File: config.mk
export PLATFORM = sky130hd
export DESIGN_NAME = voice_allocator
export DESIGN_NICKNAME = d
export VERILOG_FILES = /design/src/rtl/voice_allocator.sv
export SDC_FILE = /design/constraint.sdc
export NUM_CORES = 1
export LEC_CHECK = 0
export CORE_MARGIN = 3
export CORE_UTILIZATION = 50
export DETAILED_ROUTE_END_ITERATION = 8
export GPL_ROUTABILITY_DRIVEN = 0
export PLACE_DENSITY = 0.76
export SKIP_LAST_GASP = 1
export SYNTH_ARGS = -nofsm -noshare
export SYNTH_HDL_FRONTEND = slang
export SYNTH_SLANG_ARGS = --single-unit
File: constraint.sdc
create_clock -name clk -period 5.8 [get_ports clk]
set_clock_uncertainty 0.15 [all_clocks]
set_input_delay 0.58 -clock clk [delete_from_list [all_inputs] [get_ports clk]]
set_output_delay 0.58 -clock clk [all_outputs]
set_load 0.01 [all_outputs]
File: src/rtl/voice_allocator.sv
`default_nettype none
// ============================================================================
//  Module      : voice_allocator
//  Description : Note-event scheduler for a bank of NUM_VOICES envelope
//                generators. Accepts note-on/note-off events over a
//                valid/ready handshake, assigns note-ons to voices, drives
//                each voice's gate and key, tracks release completion via
//                voice_done, and steals a voice (with a forced gate-low gap)
//                when every voice is sounding.
//                Optional build macro STEAL_OLDEST_EN: the steal victim is
//                the voice with the largest 16-bit saturating age counter;
//                otherwise a round-robin pointer selects the victim.
//  Revision    : 1.0 - initial release
// ============================================================================
module voice_allocator #(
    parameter int NUM_VOICES    = 4,
    parameter int KEY_W         = 7,
    parameter int RETRIG_CYCLES = 2
) (
    input  logic                            clk,
    input  logic                            reset,
    input  logic                            ev_valid,
    output logic                            ev_ready,
    input  logic                            ev_on,
    input  logic [KEY_W-1:0]                ev_key,
    input  logic [NUM_VOICES-1:0]           voice_done,
    output logic [NUM_VOICES-1:0]           gate,
    output logic [NUM_VOICES*KEY_W-1:0]     voice_key,
    output logic [$clog2(NUM_VOICES+1)-1:0] active_count,
    output logic                            steal_pulse
);

    localparam int IDX_W = $clog2(NUM_VOICES);
    localparam int CNT_W = $clog2(NUM_VOICES + 1);
    // Gap counter is loaded with RETRIG_CYCLES-1 and counts down to zero.
    localparam int GAP_W = (RETRIG_CYCLES > 1) ? $clog2(RETRIG_CYCLES) : 1;
    localparam logic [GAP_W-1:0] GAP_LOAD = GAP_W'(RETRIG_CYCLES - 1);

    typedef enum logic [1:0] {
        V_IDLE      = 2'd0,
        V_ACTIVE    = 2'd1,
        V_RELEASING = 2'd2,
        V_GAP       = 2'd3
    } voice_state_t;

    typedef enum logic [1:0] {
        C_INIT  = 2'd0,
        C_READY = 2'd1,
        C_BUSY  = 2'd2
    } ctrl_state_t;

    voice_state_t          vstate_q [NUM_VOICES];
    voice_state_t          vstate_d [NUM_VOICES];
    logic [KEY_W-1:0]      key_q    [NUM_VOICES];
    logic [KEY_W-1:0]      key_d    [NUM_VOICES];
    ctrl_state_t           ctrl_q;
    ctrl_state_t           ctrl_d;
    logic [GAP_W-1:0]      gap_cnt_q;
    logic [GAP_W-1:0]      gap_cnt_d;
    logic [NUM_VOICES-1:0] gate_q;
    logic [NUM_VOICES-1:0] gate_d;
    logic [CNT_W-1:0]      count_q;
    logic [CNT_W-1:0]      count_d;
    logic                  ready_q;
    logic                  ready_d;
    logic                  steal_q;
    logic                  steal_d;

`ifdef STEAL_OLDEST_EN
    localparam int AGE_W = 16;
    localparam logic [AGE_W-1:0] AGE_MAX = {AGE_W{1'b1}};
    logic [AGE_W-1:0]      age_q    [NUM_VOICES];
    logic [AGE_W-1:0]      age_d    [NUM_VOICES];
    logic [AGE_W-1:0]      w_best_age;
`else
    logic [IDX_W-1:0]      rr_q;
    logic [IDX_W-1:0]      rr_d;
`endif

    logic                  w_accept;
    logic                  w_hit_found;
    logic [IDX_W-1:0]      w_hit_idx;
    logic                  w_idle_found;
    logic [IDX_W-1:0]      w_idle_idx;
    logic                  w_rel_found;
    logic [IDX_W-1:0]      w_rel_idx;
    logic [IDX_W-1:0]      w_victim_idx;
    logic [NUM_VOICES-1:0] w_assigned;

    assign w_accept = ev_valid & ready_q;

    // Priority scans over the registered voice states: retrigger hit, free
    // voice, releasing voice, and the steal victim.
    always_comb begin
        w_hit_found  = 1'b0;
        w_hit_idx    = '0;
        w_idle_found = 1'b0;
        w_idle_idx   = '0;
        w_rel_found  = 1'b0;
        w_rel_idx    = '0;
        w_victim_idx = '0;
`ifdef STEAL_OLDEST_EN
        w_best_age   = age_q[0];
`endif
        for (int i = 0; i < NUM_VOICES; i++) begin
            if (!w_hit_found && vstate_q[i] == V_ACTIVE && key_q[i] == ev_key) begin
                w_hit_found = 1'b1;
                w_hit_idx   = i[IDX_W-1:0];
            end
            if (!w_idle_found && vstate_q[i] == V_IDLE) begin
                w_idle_found = 1'b1;
                w_idle_idx   = i[IDX_W-1:0];
            end
            if (!w_rel_found && vstate_q[i] == V_RELEASING) begin
                w_rel_found = 1'b1;
                w_rel_idx   = i[IDX_W-1:0];
            end
`ifdef STEAL_OLDEST_EN
            // Strict compare keeps the lowest index on equal ages.
            if (age_q[i] > w_best_age) begin
                w_best_age   = age_q[i];
                w_victim_idx = i[IDX_W-1:0];
            end
`endif
        end
`ifndef STEAL_OLDEST_EN
        w_victim_idx = rr_q;
`endif
    end

    // Next-state logic for voices, controller, gap timer and registered outputs.
    always_comb begin
        ctrl_d     = ctrl_q;
        gap_cnt_d  = gap_cnt_q;
        steal_d    = 1'b0;
        w_assigned = '0;
`ifndef STEAL_OLDEST_EN
        rr_d       = rr_q;
`endif
        for (int i = 0; i < NUM_VOICES; i++) begin
            vstate_d[i] = vstate_q[i];
            key_d[i]    = key_q[i];
        end

        if (ctrl_q == C_INIT) begin
            ctrl_d = C_READY;
        end

        // Background progress: gap countdown and release completion.
        for (int i = 0; i < NUM_VOICES; i++) begin
            if (vstate_q[i] == V_GAP) begin
                if (gap_cnt_q == '0) begin
                    vstate_d[i] = V_ACTIVE;
                    ctrl_d      = C_READY;
                end else begin
                    gap_cnt_d = gap_cnt_q - GAP_W'(1);
                end
            end
            if (vstate_q[i] == V_RELEASING && voice_done[i]) begin
                vstate_d[i] = V_IDLE;
            end
        end

        // Event handling; allocation overrides a simultaneous voice_done.
        if (w_accept) begin
            if (ev_on) begin
                if (w_hit_found) begin
                    vstate_d[w_hit_idx] = V_GAP;
                    gap_cnt_d           = GAP_LOAD;
                    ctrl_d              = C_BUSY;
                end else if (w_idle_found) begin
                    vstate_d[w_idle_idx]   = V_ACTIVE;
                    key_d[w_idle_idx]      = ev_key;
                    w_assigned[w_idle_idx] = 1'b1;
                end else if (w_rel_found) begin
                    // Gate is already low, so no gap is needed.
                    vstate_d[w_rel_idx]   = V_ACTIVE;
                    key_d[w_rel_idx]      = ev_key;
                    w_assigned[w_rel_idx] = 1'b1;
                end else begin
                    vstate_d[w_victim_idx]   = V_GAP;
                    key_d[w_victim_idx]      = ev_key;
                    w_assigned[w_victim_idx] = 1'b1;
                    gap_cnt_d                = GAP_LOAD;
                    ctrl_d                   = C_BUSY;
                    steal_d                  = 1'b1;
`ifndef STEAL_OLDEST_EN
                    rr_d = (w_victim_idx == IDX_W'(NUM_VOICES - 1)) ?
                           '0 : w_victim_idx + IDX_W'(1);
`endif
                end
            end else begin
                for (int i = 0; i < NUM_VOICES; i++) begin
                    if (key_q[i] == ev_key) begin
                        if (vstate_q[i] == V_ACTIVE) begin
                            vstate_d[i] = V_RELEASING;
                        end else if (vstate_q[i] == V_GAP) begin
                            vstate_d[i] = V_RELEASING;
                            ctrl_d      = C_READY;
                        end
                    end
                end
            end
        end

`ifdef STEAL_OLDEST_EN
        for (int i = 0; i < NUM_VOICES; i++) begin
            age_d[i] = age_q[i];
            if (w_assigned[i]) begin
                age_d[i] = '0;
            end else if (vstate_q[i] != V_IDLE && age_q[i] != AGE_MAX) begin
                age_d[i] = age_q[i] + AGE_W'(1);
            end
        end
`endif

        count_d = '0;
        for (int i = 0; i < NUM_VOICES; i++) begin
            gate_d[i] = (vstate_d[i] == V_ACTIVE);
            if (vstate_d[i] != V_IDLE) begin
                count_d = count_d + CNT_W'(1);
            end
        end
        ready_d = (ctrl_d == C_READY);
    end

    // State and registered-output flops with asynchronous active-low reset.
    always_ff @(posedge clk or negedge reset) begin
        if (!reset) begin
            ctrl_q    <= C_INIT;
            gap_cnt_q <= '0;
            gate_q    <= '0;
            count_q   <= '0;
            ready_q   <= 1'b0;
            steal_q   <= 1'b0;
            for (int i = 0; i < NUM_VOICES; i++) begin
                vstate_q[i] <= V_IDLE;
                key_q[i]    <= '0;
`ifdef STEAL_OLDEST_EN
                age_q[i]    <= '0;
`endif
            end
`ifndef STEAL_OLDEST_EN
            rr_q      <= '0;
`endif
        end else begin
            ctrl_q    <= ctrl_d;
            gap_cnt_q <= gap_cnt_d;
            gate_q    <= gate_d;
            count_q   <= count_d;
            ready_q   <= ready_d;
            steal_q   <= steal_d;
            for (int i = 0; i < NUM_VOICES; i++) begin
                vstate_q[i] <= vstate_d[i];
                key_q[i]    <= key_d[i];
`ifdef STEAL_OLDEST_EN
                age_q[i]    <= age_d[i];
`endif
            end
`ifndef STEAL_OLDEST_EN
            rr_q      <= rr_d;
`endif
        end
    end

    generate
        for (genvar g = 0; g < NUM_VOICES; g++) begin : g_key_out
            assign voice_key[g*KEY_W +: KEY_W] = key_q[g];
        end
    endgenerate

    assign gate         = gate_q;
    assign active_count = count_q;
    assign ev_ready     = ready_q;
    assign steal_pulse  = steal_q;

endmodule
`default_nettype wire

==> results_dict.tcl <==
set metrics [dict create \
    status "complete, no violations" \
    n_fill_cell 494 \
    synth.distinct_cells 52 \
    cts.clk_slew.worst_paths_ps 90 \
    relSlewSlack_pct 50.9 \
    final_max_slew_viol_count 0 \
    power.density_mw_per_mm2 534 \
    critPathArrivalTime_ps 4200 \
    finalHoldViolCount 0 \
    syn_inst 295 \
    viasPerCell 5.87 \
    clock_latency_ps 310 \
    ys.flop_type "dfrtp_1" \
    yosysWarnings 0 \
    antenna_left 0 \
    tns_ps 0 \
    async_flop_share_pct 100 \
    track_usage_pct 20.9 \
    cts_resized 0 \
    grt_overflow 0 \
    fmax_ghz 0.241 \
    antenna_cells 0 \
    post_cts_buffers 0 \
    layout.area.seq_mm2 0.00123 \
    cpMostUsedCell "ha_1" \
    criticalPathCategory "in -> reg" \
    r2r-start "voice_key[17]" \
    finalCriticalPeriod_ps 4160 \
    synth_enable_flop_cells 0 \
    worstPathRequired_ps 5840 \
    crit_chain "clkdlybuf4s50_1, xnor2_1, nand4_1, or3_1, o2111ai_1, o21ai_0, o31a_1, o31ai_1, nor2b_1, ha_1, xor2_1, ha_1, mux2_2" \
    slowest_stage "clkdlybuf4s50_1" \
    drive_gt1_share_pct 14.3 \
    end_kind "flop" \
    grt_pass1_wl_um 11800 \
    start_util_pct 52.7 \
    grt_max_degree 50 \
    r2r_setup_slack_ps 2150 \
    fin_cells 415 \
    ios 52 \
    layout.nets 364 \
    crit_family "compound AO/OA/AOI/OAI gates" \
    vias 2438 \
    period_share_pct 71.7 \
    post-synth-top-area-cell "dfrtp_1" \
    critPathBufInv 1 \
    synth_area_leaders "dfrtp_1 41%, mux2_2 11%, xor2_1 5.3%" \
    hpwl_um 5130 \
    peakVddDrop_mv 0.262 \
    die_area_mm2 0.00687 \
    worstReg2RegEnd "active_count[1]" \
    worst_setup_path_start_kind "input port" \
    ctsHoldBuffers 0 \
    port_buffers 51 \
    first_global_vias 2456 \
    syn_area_mm2 0.00296 \
    placedCellCount 407 \
    multiInputGateArea_mm2 0.00162 \
    wire_per_inst_um 16.9 \
    syn_nets 317 \
    fp.coreArea_mm2 0.00561 \
    cts_buffer_depth 2 \
    die_h_um 82.9 \
    clock-root-buffer "clkbuf_8" \
    ys_seq_elements 49 \
    die_x_um 82.9 \
    max-cap-violations 0 \
    cts_buffers 5 \
    drtIter0Drc 220 \
    antenna_found_initial 0 \
    post-route-util_pct 64.2 \
    dr.pass1.iters 5 \
    fin_area_mm2 0.00360 \
    cts_tree "yes" \
    hp-class "in -> async" \
    crit_path_max_fanout 8 \
    yosysSeqAreaShare_pct 41.5 \
    cts_sinks 49 \
    cp_slowest_stage_delay_ps 670 \
    routed_wl_um 6990 \
    dpl_cell_area_mm2 0.00350 \
    htree_levels 2 \
    synth_common_cells "49 x dfrtp_1, 31 x nand2_1, 29 x mux2_2, 18 x xor2_1, 15 x xnor2_1" \
    area_growth_pct 21.8 \
    synth.avg_cell_area_um2 10.0 \
    yosysTopAreaCellShare_pct 41.5 \
    rsz0062_at_grt "false" \
    synth.most_common_cell "dfrtp_1" \
    leakage_nw 1.52 \
    finalSetupViolCount 0 \
    tightest_slew_ps 732 \
    ff2ff_path_depth 12 \
    drc 0 \
    row_count 27 \
]
[worst max-delay path by stage]
stage	from	to	slack [ps]	depth (start not counted)
floorplan	ev_key[1]	active_count[1]	2190	13
global placement	ev_key[3]	active_count[1]	1450	13
detailed placement	ev_key[3]	active_count[1]	1380	13
CTS	ev_key[3]	active_count[1]	1660	13
global route	ev_key[5]	active_count[1]	1350	13
finish	ev_key[0]	active_count[1]	1640	13
[area by class of cell]
cell class,count,share of cell area (%)
timing repair buffer,53,14.5
sequential,49,34.1
clock inverter,1,0.139
multi-input combinational,222,45.0
clock buffer,7,2.68
inverter,11,1.15
tap,72,2.50
[kinds of logic (layout without fill, tap and decap cells)]
kind of cell               Yosys count  in the layout  synth area share (%)
muxes                               30             30                  11.4
xor gates and xnor gates            33             33                  9.78
DFF                                 49             49                  41.5
buffers and inverters               24             72                  3.64
AOI/OAI and AO/OA                   50             50                  11.9
adders and majority gates            7              7                  2.96
and+or+nand+nor                    102            102                  18.8
[sequential cells by signal (all words and copies together) (netlist names)]
register and flops:
voice_key 28, vstate_q 8, gate 4, active_count 3, rr_q 2, ctrl_q 1, ev_ready 1, gap_cnt_q 1
steal_pulse 1
[worst register-to-register path: stages (launching register included)]
cell	delay [ps]
dfrtp_1	410
xor2_1	160
nor4_2	450
nand4b_1	220
o2111ai_1	260
o21ai_0	170
o31a_1	120
o31ai_1	390
nor2b_1	190
ha_1	260
xor2_1	230
ha_1	270
mux2_2	260
[routing by layer]
layer | wire, um | global-route usage, % | share of wire [%]
met1 | 3170 | 28.3 | 45
met2 | 3150 | 32.3 | 45
met3 | 477 | 5.36 | 6.8
met4 | 194 | 7.88 | 2.8
met5 | 0 | 0 | 0
[layout by cell type (no fill, tap or decap), types with 13 or more instances in the layout]
cell type	instances
nand2_1	31
dfrtp_1	49
o21ai_0	13
clkdlybuf4s50_1	50
xnor2_1	15
mux2_2	29
xor2_1	18
nor2_1	14
[power breakdown]
part / total (mW) / switching [mW] / internal (mW)
Clock: 0.221 / 0.113 / 0.108
Sequential: 0.667 / 0.169 / 0.498
Combinational: 1.03 / 0.489 / 0.546
[per-stage QoR]
stage / total power [mW] / hold WS [ps] / worst slack (ps)
after global routing: 2.07 / 270 / 1350
after floorplan: 1.29 / 134 / 2190
after global placement: 1.68 / 383 / 1450
after detailed placement: 1.70 / 391 / 1380
final: 1.92 / 207 / 1640
after CTS: 1.92 / 242 / 1660
Power figures use the tool's default switching activity.
